==> src/rtl/srl_fifo_pkg.sv <==
// Shared constants and helpers for the SRL FIFO.
// clog2, address-width and almost-full defaults, err_flags bit indices.
package srl_fifo_pkg;

  localparam int ERR_OVF = 0;
  localparam int ERR_UDF = 1;

  function automatic int clog2(input int v);
    int r;
    r = 0;
    for (int i = 0; i < 31; i++)
      if ((1 << i) < v) r = i + 1;
    return r;
  endfunction

  function automatic int addr_w(input int depth);
    return (clog2(depth) < 1) ? 1 : clog2(depth);
  endfunction

  function automatic int af_default(input int depth);
    return depth - 1;
  endfunction

endpackage

==> src/rtl/srl_fifo_ctrl_if.sv <==
// Write/read handshake bundle of the SRL FIFO.
// master: producer/consumer side; slave: the FIFO itself.
interface srl_fifo_ctrl_if #(
  parameter int DATA_WIDTH = 1,
  parameter int ADDR_WIDTH = 1
);

  logic                  if_write_ce;
  logic                  if_write;
  logic [DATA_WIDTH-1:0] if_din;
  logic                  if_full_n;
  logic                  if_read_ce;
  logic                  if_read;
  logic [DATA_WIDTH-1:0] if_dout;
  logic                  if_empty_n;
  logic [ADDR_WIDTH:0]   if_num_data_valid;
  logic                  if_almost_full;

  modport master (
    output if_write_ce, if_write, if_din,
    output if_read_ce, if_read,
    input  if_full_n, if_dout, if_empty_n,
    input  if_num_data_valid, if_almost_full
  );

  modport slave (
    input  if_write_ce, if_write, if_din,
    input  if_read_ce, if_read,
    output if_full_n, if_dout, if_empty_n,
    output if_num_data_valid, if_almost_full
  );

endinterface

==> src/rtl/srl_fifo_shiftreg.sv <==
// SRL storage chain: shift in at slot 0 on we, read at addr.
// Ports: clk, we, addr, din, dout. No reset on storage.
module srl_fifo_shiftreg #(
  parameter int DATA_WIDTH = 1,
  parameter int DEPTH      = 2,
  parameter int ADDR_WIDTH = 1
) (
  input  logic                  clk,
  input  logic                  we,
  input  logic [ADDR_WIDTH-1:0] addr,
  input  logic [DATA_WIDTH-1:0] din,
  output logic [DATA_WIDTH-1:0] dout
);

  logic [DATA_WIDTH-1:0] mem [DEPTH];

  always_ff @(posedge clk) begin
    if (we) begin
      mem[0] <= din;
      for (int i = 1; i < DEPTH; i++)
        mem[i] <= mem[i-1];
    end
  end

  assign dout = mem[addr];

endmodule

==> src/rtl/srl_fifo_ctrl.sv <==
// SRL FIFO: occupancy count, registered flags, FWFT read.
// Ports: clk, reset, bus (slave); err_flags with SRL_FIFO_ERR_CHECK_EN.
module srl_fifo_ctrl
  import srl_fifo_pkg::*;
#(
  parameter int DATA_WIDTH = 1,
  parameter int DEPTH      = 2,
  parameter int ADDR_WIDTH = addr_w(DEPTH),
  parameter int AF_THRESH  = af_default(DEPTH)
) (
  input  logic clk,
  input  logic reset,
`ifdef SRL_FIFO_ERR_CHECK_EN
  output logic [1:0] err_flags,
`endif
  srl_fifo_ctrl_if.slave bus
);

  localparam logic [ADDR_WIDTH:0] CNT_ONE = 1;
  localparam logic [ADDR_WIDTH-1:0] A_ONE = 1;
  localparam logic [ADDR_WIDTH:0] CNT_MAX = (ADDR_WIDTH+1)'(DEPTH);
  localparam logic [ADDR_WIDTH:0] CNT_AF = (ADDR_WIDTH+1)'(AF_THRESH);

  logic [ADDR_WIDTH:0]   count;
  logic [ADDR_WIDTH:0]   count_nxt;
  logic [ADDR_WIDTH-1:0] rd_addr;
  logic                  push;
  logic                  pop;
  logic                  full_n;
  logic                  empty_n;
  logic                  almost_full;

  assign push = bus.if_write & bus.if_write_ce & full_n;
  assign pop  = bus.if_read & bus.if_read_ce & empty_n;

  // count-1 always fits in ADDR_WIDTH bits, so the low bits suffice
  assign rd_addr = (count == '0) ? '0
                 : count[ADDR_WIDTH-1:0] - A_ONE;

  always_comb begin
    count_nxt = count;
    unique case (1'b1)
      push & ~pop: count_nxt = count + CNT_ONE;
      pop & ~push: count_nxt = count - CNT_ONE;
      default:     count_nxt = count;
    endcase
  end

  always_ff @(posedge clk) begin
    if (reset) begin
      count       <= '0;
      empty_n     <= 1'b0;
      full_n      <= 1'b1;
      almost_full <= 1'b0;
    end else begin
      count       <= count_nxt;
      empty_n     <= (count_nxt != '0);
      full_n      <= (count_nxt != CNT_MAX);
      almost_full <= (count_nxt >= CNT_AF);
    end
  end

`ifdef SRL_FIFO_ERR_CHECK_EN
  always_ff @(posedge clk) begin
    if (reset) begin
      err_flags <= '0;
    end else begin
      if (bus.if_write & bus.if_write_ce & ~full_n)
        err_flags[ERR_OVF] <= 1'b1;
      if (bus.if_read & bus.if_read_ce & ~empty_n)
        err_flags[ERR_UDF] <= 1'b1;
    end
  end
`endif

  srl_fifo_shiftreg #(
    .DATA_WIDTH(DATA_WIDTH),
    .DEPTH     (DEPTH),
    .ADDR_WIDTH(ADDR_WIDTH)
  ) u_sr (
    .clk (clk),
    .we  (push),
    .addr(rd_addr),
    .din (bus.if_din),
    .dout(bus.if_dout)
  );

  assign bus.if_full_n         = full_n;
  assign bus.if_empty_n        = empty_n;
  assign bus.if_almost_full    = almost_full;
  assign bus.if_num_data_valid = count;

endmodule

==> src/flat_wrapper.sv <==
// flat-port wrapper written by rule: the top's interface ports become plain ports
module srl_fifo_ctrl_flat import srl_fifo_pkg::*;
#(
  parameter int DATA_WIDTH = 1,
  parameter int DEPTH      = 2,
  parameter int ADDR_WIDTH = addr_w(DEPTH),
  parameter int AF_THRESH  = af_default(DEPTH)
)
  (clk, reset, bus_if_write_ce, bus_if_write, bus_if_din, bus_if_read_ce, bus_if_read, bus_if_full_n, bus_if_dout, bus_if_empty_n, bus_if_num_data_valid, bus_if_almost_full);
  srl_fifo_ctrl_if #(.DATA_WIDTH(DATA_WIDTH), .ADDR_WIDTH(ADDR_WIDTH)) bus_i ();
  input  logic clk;
  input  logic reset;
  input wire logic [$bits(bus_i.if_write_ce)-1:0] bus_if_write_ce;
  input wire logic [$bits(bus_i.if_write)-1:0] bus_if_write;
  input wire logic [$bits(bus_i.if_din)-1:0] bus_if_din;
  input wire logic [$bits(bus_i.if_read_ce)-1:0] bus_if_read_ce;
  input wire logic [$bits(bus_i.if_read)-1:0] bus_if_read;
  output wire logic [$bits(bus_i.if_full_n)-1:0] bus_if_full_n;
  output wire logic [$bits(bus_i.if_dout)-1:0] bus_if_dout;
  output wire logic [$bits(bus_i.if_empty_n)-1:0] bus_if_empty_n;
  output wire logic [$bits(bus_i.if_num_data_valid)-1:0] bus_if_num_data_valid;
  output wire logic [$bits(bus_i.if_almost_full)-1:0] bus_if_almost_full;
  assign bus_i.if_write_ce = bus_if_write_ce;
  assign bus_i.if_write = bus_if_write;
  assign bus_i.if_din = bus_if_din;
  assign bus_i.if_read_ce = bus_if_read_ce;
  assign bus_i.if_read = bus_if_read;
  assign bus_if_full_n = bus_i.if_full_n;
  assign bus_if_dout = bus_i.if_dout;
  assign bus_if_empty_n = bus_i.if_empty_n;
  assign bus_if_num_data_valid = bus_i.if_num_data_valid;
  assign bus_if_almost_full = bus_i.if_almost_full;
  srl_fifo_ctrl #(.DATA_WIDTH(DATA_WIDTH), .DEPTH(DEPTH), .ADDR_WIDTH(ADDR_WIDTH), .AF_THRESH(AF_THRESH)) u_core (.clk(clk), .reset(reset), .bus(bus_i));
endmodule
==> config.mk <==
export PLATFORM = sky130hd
export DESIGN_NAME = srl_fifo_ctrl_flat
export DESIGN_NICKNAME = d
export VERILOG_FILES = /design/src/rtl/srl_fifo_pkg.sv /design/src/rtl/srl_fifo_ctrl_if.sv /design/src/rtl/srl_fifo_shiftreg.sv /design/src/rtl/srl_fifo_ctrl.sv /design/src/flat_wrapper.sv
export SDC_FILE = /design/constraint.sdc
export NUM_CORES = 1
export LEC_CHECK = 0
export ABC_AREA = 0
export ABC_CLOCK_PERIOD_IN_PS = 2000
export CAP_MARGIN = 40
export CORE_AREA = 5 5 42 44
export CTS_CLUSTER_DIAMETER = 50
export DETAILED_ROUTE_END_ITERATION = 8
export DIE_AREA = 0 0 47 49
export GPL_ROUTABILITY_DRIVEN = 0
export PLACE_DENSITY_LB_ADDON = 0.08
export SLEW_MARGIN = 20
export SYNTH_ARGS = -nofsm -noshare
export SYNTH_HDL_FRONTEND = slang
export SYNTH_SLANG_ARGS = --single-unit
==> constraint.sdc <==
create_clock -name clk -period 2 [get_ports clk]
set_input_delay 0.5 -clock clk [delete_from_list [all_inputs] [get_ports clk]]
set_output_delay 0.5 -clock clk [all_outputs]
set_load 0.03 [all_outputs]
Word-level counts from Yosys, hierarchy flattened

Memories as Yosys holds them, arrays and structs flattened.
Index checks and enable logic that the tools add are counted.

Bits in read-only memories: 0
Latch bits: 0
Memory bits (writable): 2
Bits in registers: 5
Logic and storage cells: 24
Output and inout port bits: 6
Memories: 1

Memory list:

| name            | words | bits a word | rd ports | clocked after memory_dff | wr ports | RTL line                | text |
|---|---|---|---|---|---|---|---|
| u_core.u_sr.mem | 2     | 1           | 2        | 0                        | 2        | srl_fifo_shiftreg.sv:15 | `logic [DATA_WIDTH-1:0] mem [DEPTH];` |

Magnitude comparators: 1
Reductions and logical operators: 2
Div/mod/pow operators: 0
Muxes and demuxes: 4
Bitwise gates (word level): 8
Multipliers: 0
Shifts and indexed selects: 0
Add/sub/neg operators: 3
Equal/unequal tests: 1

Operators with widths:

| kind                                                | number |
|---|---|
| bitwise AND 1 bit                                   | 6 |
| case mux 2 bit (2 select lines)                     | 1 |
| 2-to-1 mux 1 bit                                    | 3 |
| adder 2 x 1 -> 2 bit, second input constant         | 1 |
| >= comparator 2 x 1 -> 1 bit, second input constant | 1 |
| logical NOT 2 bit                                   | 1 |
| != test 2 bit, second input constant                | 1 |
| NOT 1 bit                                           | 2 |
| nonzero test 2 bit                                  | 1 |
| subtractor 2 x 1 -> 2 bit, second input constant    | 1 |
| subtractor 1 bit, second input constant             | 1 |

Depth between registers and ports, before layout

Gate-level depths: netlist of the first run.

Depth after elaboration: 6
Depth in mapped cells: 5
Gate-level depth less buffers: 5

Modules after synthesis

From an unflattened synthesis of the first run, not the netlist that was laid out.

Cells, all modules: 26
Area, all modules: 284.0 µm²

By module, submodules not included:

| module            | area an instance (µm²) | cells an instance | seq. area each (µm²) | times used |
|---|---|---|---|---|
| srl_fifo_ctrl     | 209.0                  | 23                | 80.1                 | 1 |
| srl_fifo_shiftreg | 75.1                   | 3                 | 60.1                 | 1 |

Worst setup path after synthesis of the first run

Ideal clock, no wire load.

Path type: flip-flop to output port
Start point: reg u_core.count[0], in the netlist u_core.bus.if_num_data_valid[0]
End point: out bus_if_dout
Arrival time: 1214 ps
Path buffers: 1
Path slack: 286 ps
Cell stages (with the launch flop): 4
Required time: 1500 ps
Cells stage by stage: dfxtp_1 buf_6 nand2b_1 mux2_1

Cells in the longest elaborated chain, start to end: 3
Elaborated cells on any way between the ends: 4
Classes of those cells: add/sub (1); mux (1); reduce/logical (1); memory (1)

Ends and longest elaborated chain:

| element                                                      | RTL line                                 | text |
|---|---|---|
| start, declared                                              | srl_fifo_ctrl.sv:24                      | `logic [ADDR_WIDTH:0] count;` |
| start signal, assigned                                       | srl_fifo_ctrl.sv:56                      | `count <= count_nxt;` |
| subtractor 1 bit / logical NOT 2 bit (equally long branches) | srl_fifo_ctrl.sv:38, srl_fifo_ctrl.sv:37 |  |
| 2-to-1 mux 1 bit (*)                                         | srl_fifo_ctrl.sv:37                      | `assign rd_addr = (count == '0) ? '0` |
| memory read (2 x 1 bit) (*)                                  | n/a                                      |  |
| end, declared                                                | flat_wrapper.sv:19                       | `output wire logic [$bits(bus_i.if_dout)-1:0] bus_if_dout;` |

Every way passes the cells marked *; elsewhere a longest branch is shown, timed or not.

Worst setup path after layout of the first run

Start point: reg u_core.count[0], in the netlist u_core.bus.if_num_data_valid[0]
End point: out bus_if_num_data_valid[0]

RTL lines:

| element       | RTL line           | text |
|---|---|---|
| end, declared | flat_wrapper.sv:21 | `output wire logic [$bits(bus_i.if_num_data_valid)-1:0] bus_if_num_data_valid;` |

No word-level cell between the ends.

==> results.sh, run 1 <==
export IMPL_antenna_left=0
export IMPL_yosysMostFrequentCell="dfxtp_1"
export IMPL_irDropWorstVdd_mv=0.2796
export IMPL_grt_first_pass_wirelength_um=924
export IMPL_die_h_um=49
export IMPL_tns_ns=0
export IMPL_grt_overflow_total=0
export IMPL_slew_violations=0
export IMPL_cts_sinks=6
export IMPL_coreArea_um2=1401
export IMPL_cts_tree="yes"
export IMPL_die_area_um2=2303
export IMPL_async_reset_ff_share_pct=0
export IMPL_hold_class="reg -> reg"
export IMPL_regArea_um2=140.1
export IMPL_drv_cap=0
export IMPL_clk_pin_slew_ns=0.05
export IMPL_syn_to_final_growth_pct=60.51
export IMPL_critPathRequiredTime_ns=1.50
export IMPL_status="complete, no violations"
export IMPL_wirelength_um=644
export IMPL_met3_usage_pct=4.428
export IMPL_wl_per_cell_um=10.56
export IMPL_track_usage_pct=6.073
export IMPL_vias_per_cell=4.082
export IMPL_synth_common_cells="dfxtp_1, edfxtp_1, nand3b_1, nor2_1, xnor2_1"
export IMPL_ys_top_cells_by_area="dfxtp_1, edfxtp_1, xnor2_1, nand3b_1, ha_1"
export IMPL_relSlewSlack_pct=79.17
export IMPL_cts_repair_resized=1
export IMPL_crit_family="buffers and inverters"
export IMPL_fill_cells=152
export IMPL_rsz0062_at_grt="no"
export IMPL_die_w_um=47
export IMPL_yosysWarnings=0
export IMPL_drt_iter0_drc=1
export IMPL_grt_max_degree=8
export IMPL_worstSetupStartpointType="register"
export IMPL_io_pins=13
export IMPL_cts_hold_buffers_added=0
export IMPL_start_util_pct=20.80
export IMPL_synth_area_leader_cell="dfxtp_1"
export IMPL_hold_viol_final=0
export IMPL_cts_htree_levels=1
export IMPL_synth_top_area_share_pct=27.47
export IMPL_ys_seq_elements=6
export IMPL_first_global_vias=235
export IMPL_setup_viol=0
export IMPL_syn_area_um2=291.5
export IMPL_fin_crit_sh_pct=93.67
export IMPL_synth_edf_count=2
export IMPL_dr_pass1_iters=2
export IMPL_setup_ws_ns=0.1266
export IMPL_cts_buffer_depth=2
export IMPL_cts_setup_buffers=0
export IMPL_crit_path_end_kind="output pin"
export IMPL_avgSynthCellArea_um2=10.80
export IMPL_yosysSeqAreaShare_pct=48.07
export IMPL_fin_util_pct=33.39
export IMPL_finalNetCount=54
export IMPL_multi_input_area_um2=128.9
export IMPL_numCtsBuffers=3
export IMPL_power_density_nw_per_um2=798.8
export IMPL_fmax_ghz=0.5338
export IMPL_worstMarginPinSlew_ns=0.3115
export IMPL_max_stage_delay_ns=0.67
export IMPL_critPathKind="reg -> out"
export IMPL_grt_use_met2_pct=8.597
export IMPL_met1_usage_pct=5.987
export IMPL_fin_skew_ns=0.001718
export IMPL_vias=249
export IMPL_rows=14
export IMPL_arrival_ns=1.37
export IMPL_dp_slack_ns=-0.007181
export IMPL_drc=0
export IMPL_ys_flop_type="dfxtp_1"
export IMPL_root_buffer="clkbuf_4"
export IMPL_antenna_cells=0
export IMPL_power_leakage_nw=0.1792
export IMPL_period_minus_slack_ns=1.873
export IMPL_path_buf_inv=2
export IMPL_ys_types=20
export IMPL_synthCells=27
export IMPL_drive_gt1_share_pct=15.56
export IMPL_grt_busiest_layer="met2"
export IMPL_slowest_stage="clkdlybuf4s50_1"
export IMPL_hold_ws_ns=0.4565
export IMPL_cp_cell_sequence="buf_4 > clkdlybuf4s50_1"
export IMPL_antenna_found_initial=0
export IMPL_synth_net_count=35
export IMPL_clock_latency_ns=0.24
export IMPL_portBuffers=12
export IMPL_crit_fanout=7
## worst paths after layout
kind / cells past startpoint / startpoint / slack (ns) / end
max reg2reg: 4 / u_core.bus.if_almost_full$_SDFF_PP0_ / 0.60 / u_core.bus.if_num_data_valid[1]$_SDFF_PP0_
min reg2reg: 0 / u_core.u_sr.mem[0]$_DFFE_PP_ / 0.46 / u_core.u_sr.mem[1]$_DFFE_PP_
min: 0 / u_core.u_sr.mem[0]$_DFFE_PP_ / 0.46 / u_core.u_sr.mem[1]$_DFFE_PP_
max: 2 / u_core.bus.if_num_data_valid[0]$_SDFF_PP0_ / 0.13 / bus_if_num_data_valid[0]
## final cells by class
type | instances | share of cell area, %
clock buffer | 4 | 5.615
inverter | 1 | 0.8021
multi-input combinational | 18 | 27.54
sequential | 6 | 29.95
tap | 16 | 4.278
timing repair buffer | 16 | 31.82
## kinds of logic after synthesis
group | Yosys count | share of synthesized area (%)
AND/OR/NAND/NOR | 9 | 18.46
flip-flops | 6 | 48.07
AO/OA/AOI/OAI | 4 | 8.582
XOR/XNOR | 3 | 9.015
buffers and inverters | 3 | 7.725
multiplexers | 1 | 3.862
adder cells (fa/ha/maj) | 1 | 4.291
## stage by stage
stage,total power [mW],std cells,cell area [µm²]
floorplan,0.2130,27,291.5
global placement,0.2554,57,442.9
detailed placement,0.2578,57,442.9
CTS,0.3822,61,467.9
global route,0.3965,61,467.9
finish,0.3738,61,467.9
## power breakdown
group	internal, mW	leakage (nW)	switching (mW)
sequential	0.137	0.0516	0.00450
combinational	0.0560	0.113	0.0557
clock	0.0757	0.0150	0.0450
total	0.269	0.179	0.105
## placed cells by master, fill, tap and decap left out, types with 2 or more instances in the layout
cell type / netlist / routed
nand3b_1: 2 / 2
xnor2_1: 2 / 2
nor2_1: 2 / 2
clkbuf_4: 0 / 3
clkdlybuf4s50_1: 0 / 11
buf_4: 1 / 4
edfxtp_1: 2 / 2
dfxtp_1: 4 / 4
## state kept, by name, indices dropped and copies added, names as in the netlist
register,flops
u_core.bus.if_num_data_valid,2
u_core.u_sr.mem,2
u_core.bus.if_almost_full,1
u_core.bus.if_full_n,1
## routing by layer
metal  share of wire, %  wire length, µm
met1                 44              284
met2                 45              293
met4                  0                0
met3                 10               66
met5                  0                0
No activity file was read; power rests on OpenSTA's default activity.
==> run 2: changes to the inputs <==
--- a/config.mk
+++ b/config.mk
@@ -13,6 +13,7 @@
 export DETAILED_ROUTE_END_ITERATION = 8
 export DIE_AREA = 0 0 47 49
 export GPL_ROUTABILITY_DRIVEN = 0
+export MAX_ROUTING_LAYER = met4
 export PLACE_DENSITY_LB_ADDON = 0.08
 export SLEW_MARGIN = 20
 export SYNTH_ARGS = -nofsm -noshare
==> results of run 2 <==
Same layout as run 1: the final DEF is identical, and so are final timing and power.
Main changes from that run: overall routing resource usage 6.073% -> 6.227%
